**config.mk**
```make
export PLATFORM = sky130hd
export DESIGN_NAME = ispm_lsu_bridge
export DESIGN_NICKNAME = d
export VERILOG_FILES = /design/src/rtl/ispm_lsu_bridge_pkg.sv /design/src/rtl/ispm_lsu_watchdog.sv /design/src/rtl/ispm_lsu_bridge.sv
export SDC_FILE = /design/constraint.sdc
export NUM_CORES = 1
export LEC_CHECK = 0
export CAP_MARGIN = 0
export CORE_AREA = 2 2 157 159
export DETAILED_ROUTE_END_ITERATION = 12
export DIE_AREA = 0 0 159 161
export SYNTH_ARGS = -nofsm -noshare
export SYNTH_HDL_FRONTEND = slang
export SYNTH_SLANG_ARGS = --single-unit
```
**constraint.sdc**
```tcl
create_clock -name clk_i -period 2 [get_ports clk_i]
set_clock_uncertainty 0.05 [all_clocks]
set_input_delay 0.3 -clock clk_i [delete_from_list [all_inputs] [get_ports clk_i]]
set_output_delay 0.3 -clock clk_i [all_outputs]
set_load 0.03 [all_outputs]
```
**src/rtl/ispm_lsu_bridge_pkg.sv**
```systemverilog
// Shared types for the I-SPM LSU bridge: dcache-style request/response structs,
// bridge state encoding and the read error pattern returned on an aborted load.
package ispm_lsu_bridge_pkg;

   localparam int unsigned INDEX_W = 12;
   localparam int unsigned TAG_W   = 44;
   localparam int unsigned DATA_W  = 64;
   localparam int unsigned BE_W    = DATA_W / 8;

   localparam logic [DATA_W-1:0] ISPM_ERR_RDATA = 64'hCA11AB1E_BADCAB1E;

   typedef struct packed {
      logic [INDEX_W-1:0] address_index;
      logic [TAG_W-1:0]   address_tag;
      logic [DATA_W-1:0]  data_wdata;
      logic               data_req;
      logic               data_we;
      logic [BE_W-1:0]    data_be;
      logic [1:0]         data_size;
      logic               kill_req;
      logic               tag_valid;
   } dcache_req_i_t;

   typedef struct packed {
      logic               data_gnt;
      logic               data_rvalid;
      logic [DATA_W-1:0]  data_rdata;
   } dcache_req_o_t;

   typedef enum logic [1:0] {
      IDLE     = 2'd0,
      WAIT_TAG = 2'd1,
      ISSUE    = 2'd2
   } ispm_bridge_state_t;

   // Writes are posted and finish on the controller's grant; reads finish on rvalid.
   function automatic logic is_completion(input logic we, input dcache_req_o_t rsp);
      return we ? rsp.data_gnt : rsp.data_rvalid;
   endfunction

endpackage

```
**src/rtl/ispm_lsu_watchdog.sv**
```systemverilog
// ISSUE-phase watchdog for the LSU bridge; only built with ISPM_LSU_BRIDGE_TIMEOUT_EN.
// Counts held cycles without completion and flags expiry at LIMIT.
`ifdef ISPM_LSU_BRIDGE_TIMEOUT_EN
module ispm_lsu_watchdog #(
   parameter int unsigned LIMIT = 256
) (
   input  logic clk_i,
   input  logic rst_ni,
   input  logic clear_i,
   input  logic en_i,
   output logic expire_o
);

   localparam int unsigned CNT_W = $clog2(LIMIT + 1);

   logic [CNT_W-1:0] cnt_q, cnt_d;

   assign expire_o = (cnt_q == CNT_W'(LIMIT));

   // Freeze at the limit so the count can never wrap back below it.
   always_comb begin
      cnt_d = cnt_q;
      if (clear_i) begin
         cnt_d = '0;
      end else if (en_i && !expire_o) begin
         cnt_d = cnt_q + CNT_W'(1);
      end
   end

   always_ff @(posedge clk_i or negedge rst_ni) begin
      if (!rst_ni) begin
         cnt_q <= '0;
      end else begin
         cnt_q <= cnt_d;
      end
   end

endmodule
`endif

```
**src/rtl/ispm_lsu_bridge.sv**
```systemverilog
// LSU-to-I-SPM bridge: turns the split index/tag dcache protocol into one held request.
// Define ISPM_LSU_BRIDGE_TIMEOUT_EN to abort ISSUE after TIMEOUT_CYCLES cycles.
//
// state    | meaning
// IDLE     | no request; LSU grant follows data_req combinationally
// WAIT_TAG | load granted, waiting for its tag phase (or a kill)
// ISSUE    | held request presented to the controller until it completes
module ispm_lsu_bridge
   import ispm_lsu_bridge_pkg::*;
#(
   parameter int unsigned TIMEOUT_CYCLES = 256
) (
   input  logic          clk_i,
   input  logic          rst_ni,
   input  dcache_req_i_t lsu_req_i,
   output dcache_req_o_t lsu_req_o,
   output dcache_req_i_t spm_req_o,
   input  dcache_req_o_t spm_req_i,
   output logic          busy_o,
   output logic          timeout_o
);

   ispm_bridge_state_t state_q, state_d;
   logic [INDEX_W-1:0] index_q, index_d;
   logic [TAG_W-1:0]   tag_q, tag_d;
   logic [DATA_W-1:0]  wdata_q, wdata_d;
   logic [BE_W-1:0]    be_q, be_d;
   logic [1:0]         size_q, size_d;
   logic               we_q, we_d;
   logic               killed_q, killed_d;

   logic complete;
   logic drop;
   logic expire;
   logic abort;

   assign complete = is_completion(we_q, spm_req_i);
   assign drop     = killed_q | lsu_req_i.kill_req;

`ifdef ISPM_LSU_BRIDGE_TIMEOUT_EN
   logic wd_clear;
   logic wd_en;

   assign wd_clear = (state_q != ISSUE);
   assign wd_en    = (state_q == ISSUE) && !complete;

   ispm_lsu_watchdog #(
      .LIMIT (TIMEOUT_CYCLES)
   ) u_watchdog (
      .clk_i    (clk_i),
      .rst_ni   (rst_ni),
      .clear_i  (wd_clear),
      .en_i     (wd_en),
      .expire_o (expire)
   );
`else
   logic unused_timeout_cfg;
   assign unused_timeout_cfg = (TIMEOUT_CYCLES != 0);
   assign expire = 1'b0;
`endif

   assign busy_o    = (state_q != IDLE);
   assign timeout_o = abort;

   always_comb begin
      state_d  = state_q;
      index_d  = index_q;
      tag_d    = tag_q;
      wdata_d  = wdata_q;
      be_d     = be_q;
      size_d   = size_q;
      we_d     = we_q;
      killed_d = killed_q;
      abort    = 1'b0;

      lsu_req_o = '0;

      spm_req_o               = '0;
      spm_req_o.address_index = index_q;
      spm_req_o.address_tag   = tag_q;
      spm_req_o.data_wdata    = wdata_q;
      spm_req_o.data_be       = be_q;
      spm_req_o.data_size     = size_q;
      spm_req_o.data_we       = we_q;

      unique case (state_q)
         IDLE: begin
            lsu_req_o.data_gnt = lsu_req_i.data_req;
            if (lsu_req_i.data_req) begin
               index_d  = lsu_req_i.address_index;
               wdata_d  = lsu_req_i.data_wdata;
               be_d     = lsu_req_i.data_be;
               size_d   = lsu_req_i.data_size;
               we_d     = lsu_req_i.data_we;
               killed_d = 1'b0;
               // Stores carry their tag in the grant cycle; loads may too.
               if (lsu_req_i.data_we || lsu_req_i.tag_valid) begin
                  tag_d   = lsu_req_i.address_tag;
                  state_d = ISSUE;
               end else begin
                  state_d = WAIT_TAG;
               end
            end
         end

         WAIT_TAG: begin
            if (lsu_req_i.kill_req) begin
               state_d = IDLE;
            end else if (lsu_req_i.tag_valid) begin
               tag_d   = lsu_req_i.address_tag;
               state_d = ISSUE;
            end
         end

         ISSUE: begin
            // A kill here cannot retract the request; only the response is suppressed.
            spm_req_o.data_req  = !expire;
            spm_req_o.tag_valid = 1'b1;
            killed_d            = drop;
            if (complete) begin
               state_d = IDLE;
               if (!we_q && !drop) begin
                  lsu_req_o.data_rvalid = 1'b1;
                  lsu_req_o.data_rdata  = spm_req_i.data_rdata;
               end
            end else if (expire) begin
               state_d = IDLE;
               abort   = 1'b1;
               if (!we_q && !drop) begin
                  lsu_req_o.data_rvalid = 1'b1;
                  lsu_req_o.data_rdata  = ISPM_ERR_RDATA;
               end
            end
         end

         default: begin
            state_d = IDLE;
         end
      endcase
   end

   always_ff @(posedge clk_i or negedge rst_ni) begin
      if (!rst_ni) begin
         state_q  <= IDLE;
         index_q  <= '0;
         tag_q    <= '0;
         wdata_q  <= '0;
         be_q     <= '0;
         size_q   <= '0;
         we_q     <= 1'b0;
         killed_q <= 1'b0;
      end else begin
         state_q  <= state_d;
         index_q  <= index_d;
         tag_q    <= tag_d;
         wdata_q  <= wdata_d;
         be_q     <= be_d;
         size_q   <= size_d;
         we_q     <= we_d;
         killed_q <= killed_d;
      end
   end

endmodule

```
Yosys cells after proc, flatten, opt, wreduce, memory -nomap -nowiden
Index checks and enable logic that the tools add are counted.
{"block": "word_totals", "reg_bits": 134, "latchBits": 0, "mem_bits_rw": 0, "mem_bits_ro": 0, "inputBits": 202, "output_inout_bits": 202, "wordCells": 48, "memories": 0}
{"block": "op_classes", "addsub": 0, "n_mul": 0, "div": 0, "magnitude_cmp": 0, "eq_ne": 8, "n_shift": 0, "muxes": 19, "bitwise": 1, "reduce_logical": 12}
{"cell": "65-bit two-way mux", "count": 3}
{"cell": "44-bit two-way mux", "count": 4}
{"cell": "44-bit case mux with 2 select lines", "count": 1}
{"cell": "2-bit two-way mux", "count": 5}
{"cell": "2-bit inequality test, second input constant", "count": 5}
{"cell": "2-bit case mux with 3 select lines", "count": 1}
{"cell": "2-bit nonzero test", "count": 3}
{"cell": "5-bit AND reduction", "count": 1}
{"cell": "1-bit two-way mux", "count": 4}
{"cell": "2-bit AND reduction", "count": 2}
{"cell": "3-bit inequality test, second input constant", "count": 1}
{"cell": "3-bit AND reduction", "count": 1}
{"cell": "2-bit by 1-bit equality test with 1-bit output, second input constant", "count": 1}
{"cell": "2-bit equality test, second input constant", "count": 1}
{"cell": "1-bit logical NOT", "count": 2}
{"cell": "2-bit logical NOT", "count": 1}
{"cell": "1-bit case mux with 2 select lines", "count": 1}
{"cell": "1-bit logical AND", "count": 1}
{"cell": "1-bit logical OR", "count": 1}
{"cell": "1-bit bitwise OR", "count": 1}

Logic depth before layout (Yosys ltp)
Gate-level depths: netlist of the first run.
{"block": "logic_depth", "depth_word": 6, "depth_mapped": 5}

Least setup slack after synthesis of the first run
No wires, ideal clock.
{"block": "synth_path", "path_kind": "register -> output", "from": "reg state_q[0]", "to": "out lsu_req_o[0] (netlist name)", "arrival_ns": 1.711, "t_required_ns": 1.650, "setup_slack_ns": -0.061, "stages_incl_launch_ff": 6, "n_path_buf": 2, "path_cell_list": "dfrtp_1 > and2b_1 > nor4b_2 > buf_4 > clkbuf_2 > and2_1"}
{"item": "start, declared", "line": "ispm_lsu_bridge.sv:23", "text": "ispm_bridge_state_t state_q, state_d;"}
{"item": "start signal, assigned", "line": "ispm_lsu_bridge.sv:153", "text": "state_q <= state_d;"}
{"item": "end, declared", "line": "ispm_lsu_bridge.sv:16", "text": "output dcache_req_o_t lsu_req_o,"}

==> results of run 1 <==
-- worst max path at each step --
stage	startpoint	end	slack, ns
3_3_place_gp	spm_req_i[64]	lsu_req_o[54]	-0.1
3_5_place_dp	spm_req_i[64]	lsu_req_o[51]	-0.14
4_1_cts	we_q	lsu_req_o[51]	-0.34
2_1_floorplan	state_q[0]	lsu_req_o[0]	0.05
5_1_grt	state_q[0]	lsu_req_o[56]	-0.37
6_report	state_q[0]	lsu_req_o[51]	-0.27
-- kinds of logic (layout without fill, tap and decap cells) --
| group | after synthesis | count (layout) | share of synthesized area, % |
|---|---|---|---|
| buffers and inverters | 83 | 523 | 6.433 |
| and+or+nand+nor | 123 | 123 | 11.57 |
| DFF | 134 | 134 | 57.86 |
| AOI/OAI and AO/OA | 48 | 48 | 7.167 |
| muxes | 87 | 87 | 16.90 |
| other | 1 | 9 | 0.06470 |
-- where the power goes --
part           leakage [µW]  internal (µW)  switching, µW
logic               0.00320           4500           5150
clock network      0.000284           1670           1450
registers           0.00160           4080            732
-- per-stage QoR --
stage	setup TNS (ns)	area (µm²)	hold WS, ns
2_1_floorplan	0	5801	-0.04559
3_3_place_gp	-4.618	10340	0.2342
3_5_place_dp	-6.674	10340	0.2303
4_1_cts	-19.50	11430	0.3262
5_1_grt	-23.02	11670	0.3608
6_report	-15.35	11670	0.3434
-- per-layer routing --
layer  track usage (%)  up-vias
met3             6.497       25
met1             20.27     2656
met5                 0        -
met4             8.140        0
li1                  -     2476
met2             32.85      260
-- timing repair --
action,CTS,global route
setup endpoints to repair,66,69
gates cloned,4,4
setup buffers,10,3
hold endpoints to repair,43,0
hold buffers,1,0
pin swaps,14,4
gates resized for setup,100,28
-- area by class of cell --
| type | instances | area [µm²] | share of cell area [%] |
|---|---|---|---|
| tap | 324 | 405.4 | 3.473 |
| inverter | 45 | 168.9 | 1.447 |
| multi-input combinational | 260 | 2265 | 19.40 |
| timing repair buffer | 446 | 4883 | 41.84 |
| clock inverter | 15 | 152.6 | 1.308 |
| sequential | 134 | 3354 | 28.74 |
| clock buffer | 17 | 425.4 | 3.645 |
| antenna | 7 | 17.52 | 0.1501 |
-- flip-flops by register name, indices dropped and copies added, names as in the netlist --
name      flops
index_q      12
be_q          8
state_q       2
wdata_q      64
size_q        2
killed_q      1
tag_q        44
we_q          1
-- worst max-delay path: stages, from the launching register on --
cell and delay, ns:
dfrtp_1 0.38, and2b_2 0.23, nor4b_4 0.20, buf_4 0.17
buf_8 0.12, buf_16 0.13, and2_4 0.15, buf_12 0.11
-- cell usage in the layout, fill, tap and decap left out, types with 2 or more instances in the layout --
| cell type | netlist | layout |
|---|---|---|
| and2_4 | 0 | 40 |
| buf_12 | 0 | 23 |
| a21oi_1 | 2 | 2 |
| buf_4 | 5 | 19 |
| o32ai_1 | 44 | 44 |
| inv_8 | 0 | 6 |
| clkdlybuf4s50_1 | 0 | 330 |
| mux2_4 | 0 | 13 |
| and2_1 | 64 | 24 |
| inv_6 | 0 | 6 |
| mux2_2 | 87 | 74 |
| inv_1 | 45 | 45 |
| nor2_1 | 3 | 3 |
| buf_8 | 0 | 2 |
| dfrtp_1 | 134 | 133 |
| buf_16 | 0 | 5 |
| buf_6 | 2 | 61 |
| clkbuf_16 | 0 | 21 |
| nand2_1 | 45 | 45 |
| diode_2 | 0 | 7 |
| conb_1 | 1 | 2 |
==> impl_metrics.yaml, run 1 <==
outcome:
  status: "complete, but fails checks"
  failed_checks: "negative setup slack"
setup_path:
  path_max_fanout: 8
  end_kind: "primary output"
  critPathRequiredTime_ns: 1.65
  r2r-end: "wdata_q[30]"
  r2r_slack_ns: 0
  r2r_cells: 8
  r2r_start: "state_q[0]"
  cp_data_arrival_time_ns: 1.92
  critPathKind: "register to primary output"
  cp-start-kind: "register"
synth:
  synth-seq-cells: 134
  synth_cell_types: 26
  synth_edf_count: 0
  synth_top_cell_by_area: "dfrtp_1"
  syn_area_per_cell_um2: 12.18
  async_flop_share_pct: 100.0
  yosys-top-cells-count: "134 x dfrtp_1, 87 x mux2_2, 64 x and2_1, 45 x inv_1, 45 x nand2_1"
  synth_top_area_share_pct: 57.86
  ys.flop_type: "dfrtp_1"
  yosysMostFrequentCell: "dfrtp_1"
  yosys-top-cells-area: "dfrtp_1 58%, mux2_2 17%, and2_1 6.9%, o32ai_1 6.6%, inv_1 2.9%"
  synthCells: 476
  yosysWarningCount: 0
  yosysSeqAreaShare_pct: 57.86
  syn_area_mm2: 0.005796
cts:
  clock_sinks: 134
  cts_made_buffers: 17
  clkLatencyLatePin_ns: 0.41
  cts_tree: "yes"
  cts_buffer_depth: 2
  cts_max_level: 4
  cts.clk_slew.worst_paths_ns: 0.07
  root_buffer: "clkbuf_16"
timing:
  hold_viol: 0
  post-route-period-util_pct: 113.3
  fmax_ghz: 0.4415
  period_needed_ns: 2.265
  final-setup-viol-count: 67
  layout_setup_ws_ns: -0.2650
  rsz0062_at_grt: "yes"
  drv_slew: 0
floorplanning:
  row_count: 57
  io_pins: 404
  fp.dieH_um: 161
  coreArea_mm2: 0.02396
  dieArea_mm2: 0.02560
  die-width_um: 159
  initial_core_util_pct: 24.19
finish:
  area_delta_synth_final_pct: 101.4
  fin_nets: 1106
  n_fill_cell: 2169
  drive_above_1_share_pct: 30.75
  final_core_util_pct: 48.71
  final_cells: 1248
drt:
  route.met2.wl_um: 13130
  wirelength_um: 24730
  dr.pass1.iters: 4
  vias: 5417
  maxUsedRoutingLayer: "met4"
  met1_length_um: 9084
  met3_length_um: 1827
  ant_nets: 0
  viasPerCell: 4.341
  wl_per_cell_um: 19.82
  drc: 0
  drt_iter0_drc: 162
power_and_ir_drop:
  vdd_ir_drop_max_mv: 0.7874
  p_leak_uw: 0.005077
  totalPowerFinal_uw: 17580
  power_density_mw_per_mm2: 1507
grt:
  grt_pass1_wl_um: 35850
  antenna_found_initial: 7
  grt_pass1_vias: 5662
  grt_max_degree: 47
  grt_overflow: 0
  grt_usage_pct: 18.61
placed_design:
  io_buffers: 401
  gp_congestion: 0.8226
  dp_hpwl_um: 17760
  dp_slack_ns: -0.1423
  dp.cells: 1188
hold_path:
  hp-class: "primary input to asynchronous set/reset pin"
job:
  maxCapViolCount: 0
Note: power is estimated with default switching activity, not from simulation.
==> inputs of run 2 (changes only) <==
--- a/config.mk
+++ b/config.mk
@@ -6,9 +6,14 @@
 export NUM_CORES = 1
 export LEC_CHECK = 0
 export CAP_MARGIN = 0
-export CORE_AREA = 2 2 157 159
+export CELL_PAD_IN_SITES_DETAIL_PLACEMENT = 0
+export CELL_PAD_IN_SITES_GLOBAL_PLACEMENT = 2
+export CORE_ASPECT_RATIO = 0.7
+export CORE_MARGIN = 2
+export CORE_UTILIZATION = 20
 export DETAILED_ROUTE_END_ITERATION = 12
-export DIE_AREA = 0 0 159 161
+export PLACE_DENSITY_LB_ADDON = 0.1
+export RECOVER_POWER = 50
 export SYNTH_ARGS = -nofsm -noshare
 export SYNTH_HDL_FRONTEND = slang
 export SYNTH_SLANG_ARGS = --single-unit
==> impl_metrics.yaml, run 2 (synthesized netlist as in run 1, its figures left out) <==
outcome:
  status: "complete, but fails checks"
  failed_checks: "negative setup slack"
hold_path:
  hp-class: "primary input to register"
  hold_end: "tag_q[3]"
  whs_path_depth: 3
  hp-start: "lsu_req_i[81]"
power_and_ir_drop:
  p_leak_uw: 0.004921
  vdd_ir_drop_max_mv: 0.7806
  power_density_mw_per_mm2: 1522
  totalPowerFinal_uw: 17350
  p_sw_uw: 7115
  p_comb_share_pct: 53.4
  internal_power_uw: 10230
  sw_frac_of_total_pct: 41.02
  p_clk_share_pct: 18.8
  power.share.sequential_pct: 27.8
grt:
  grt_pass1_wl_um: 35450
  grt_max_degree: 43
  grt_usage_pct: 15.09
  grt_overflow: 0
  antenna_found_initial: 0
  grt_pass1_vias: 5896
placed_design:
  dp_hpwl_um: 16830
  dp_slack_ns: -0.1733
  dp.cells: 1246
  gp_congestion: 0.7870
  placed_area_mm2: 0.01029
  io_buffers: 401
finish:
  area_delta_synth_final_pct: 96.65
  antenna_cells: 0
  drive_above_1_share_pct: 31.11
  largest_reg_flops: 64
  final_cells: 1291
  final_common_cell: "clkdlybuf4s50_1"
  regMostFlops: "wdata_q"
  mostFrequentLayoutCells: "323 x clkdlybuf4s50_1, 133 x dfrtp_1, 87 x mux2_2"
  fin_nets: 1102
  fin_area_mm2: 0.01140
  reg_top3: "wdata_q (64), tag_q (44), index_q (12)"
  final_core_util_pct: 39.72
floorplanning:
  initial_core_util_pct: 20.20
  die-width_um: 207.5
  row_count: 52
  fp.dieH_um: 146.4
  dieArea_mm2: 0.03038
  coreArea_mm2: 0.02869
  io_pins: 404
setup_path:
  cp-start-kind: "register"
  critPathRequiredTime_ns: 1.65
  critPathKind: "register to primary output"
  path_max_fanout: 16
  r2r_start: "state_q[0]"
  r2r_cells: 7
  cp_data_arrival_time_ns: 1.95
  r2r-end: "wdata_q[45]"
  end_kind: "primary output"
  r2r_slack_ns: -0.22
cts:
  clock_sinks: 134
  clkLatencyLatePin_ns: 0.41
  cts.clk_slew.worst_paths_ns: 0.06
  cts_buffer_depth: 2
  cts_made_buffers: 17
  cts_tree: "yes"
  cts_max_level: 4
  root_buffer: "clkbuf_16"
drt:
  vias: 5301
  route.met2.wl_um: 10930
  drt_iter0_drc: 179
  dr.pass1.iters: 4
  viasPerCell: 4.106
  ant_nets: 0
  met3_length_um: 1887
  met1_length_um: 9984
  maxUsedRoutingLayer: "met4"
  drc: 0
  wirelength_um: 23270
  wl_per_cell_um: 18.03
timing:
  period_needed_ns: 2.303
  drv_slew: 0
  fmax_ghz: 0.4342
  final-setup-viol-count: 142
  hold_viol: 0
  timing.slew.headroom_pct: 30.08
  rsz0062_at_grt: "yes"
  tightest_slew_ns: 1.049
  layout_setup_ws_ns: -0.3031
  post-route-period-util_pct: 115.2
job:
  maxCapViolCount: 0
-- run 2: changes by cell type in the layout (fill, tap and decap cells not counted), moves of 8 or more --
cell,change
mux2_2,+13
and2_4,+14
buf_6,+8
and2_1,-14
buf_12,-15
mux2_4,-13
-- run 2: per-layer routing --
| layer | up-vias | GRT usage (%) |
|---|---|---|
| met1 | 2622 | 18.76 |
| met5 | - | 0 |
| met2 | 192 | 23.82 |
| met4 | 0 | 4.536 |
| li1 | 2460 | - |
| met3 | 27 | 6.388 |
-- run 2: worst max-delay path by stage --
stage	from	endpoint	depth (start not counted)
finish	we_q	lsu_req_o[32]	6
global placement	spm_req_i[64]	lsu_req_o[5]	6
detailed placement	spm_req_i[64]	lsu_req_o[6]	6
global route	state_q[0]	lsu_req_o[38]	6
CTS	we_q	lsu_req_o[45]	6
floorplan	state_q[0]	lsu_req_o[0]	5
-- run 2: critical path, stage by stage, from the launching register on --
cell      delay [ns]
dfrtp_1         0.38
nand2b_4        0.15
nor4b_4         0.36
buf_6           0.20
buf_16          0.15
and2_1          0.15
buf_6           0.14
-- run 2: layout make-up --
cell class,count,area [µm²]
Fill cell,2748,17300
Timing Repair Buffer,442,4574
Sequential cell,134,3354
Multi-Input combinational cell,260,2220
Tap cell,378,473.0
Clock buffer,18,429.2
Clock inverter,14,177.7
Inverter,45,168.9
-- run 2: timing repair --
item                                    CTS  global route
endpoints found under the setup margin   67           121
pin swaps                                 4            35
gates cloned                              2             4
hold buffers                              1             0
hold endpoints to repair                 35             0
resized for setup                        88            46
buffers inserted                          4             2
-- run 2: stage by stage --
stage | setup TNS [ns] | hold WS (ns)
floorplan | 0 | -0.04559
global placement | -8.881 | 0.2029
detailed placement | -9.356 | 0.2031
CTS | -19.85 | 0.3090
global route | -54.11 | 0.3816
finish | -31.50 | 0.3988
-- run 2: power by group through the flow --
stage,logic [µW],registers [µW],clock network (µW)
CTS,9400,4840,3390
finish,9260,4820,3260
floorplan,2200,7490,0
detailed placement,9220,4850,0
global route,9720,5020,3520
global placement,9170,4800,0
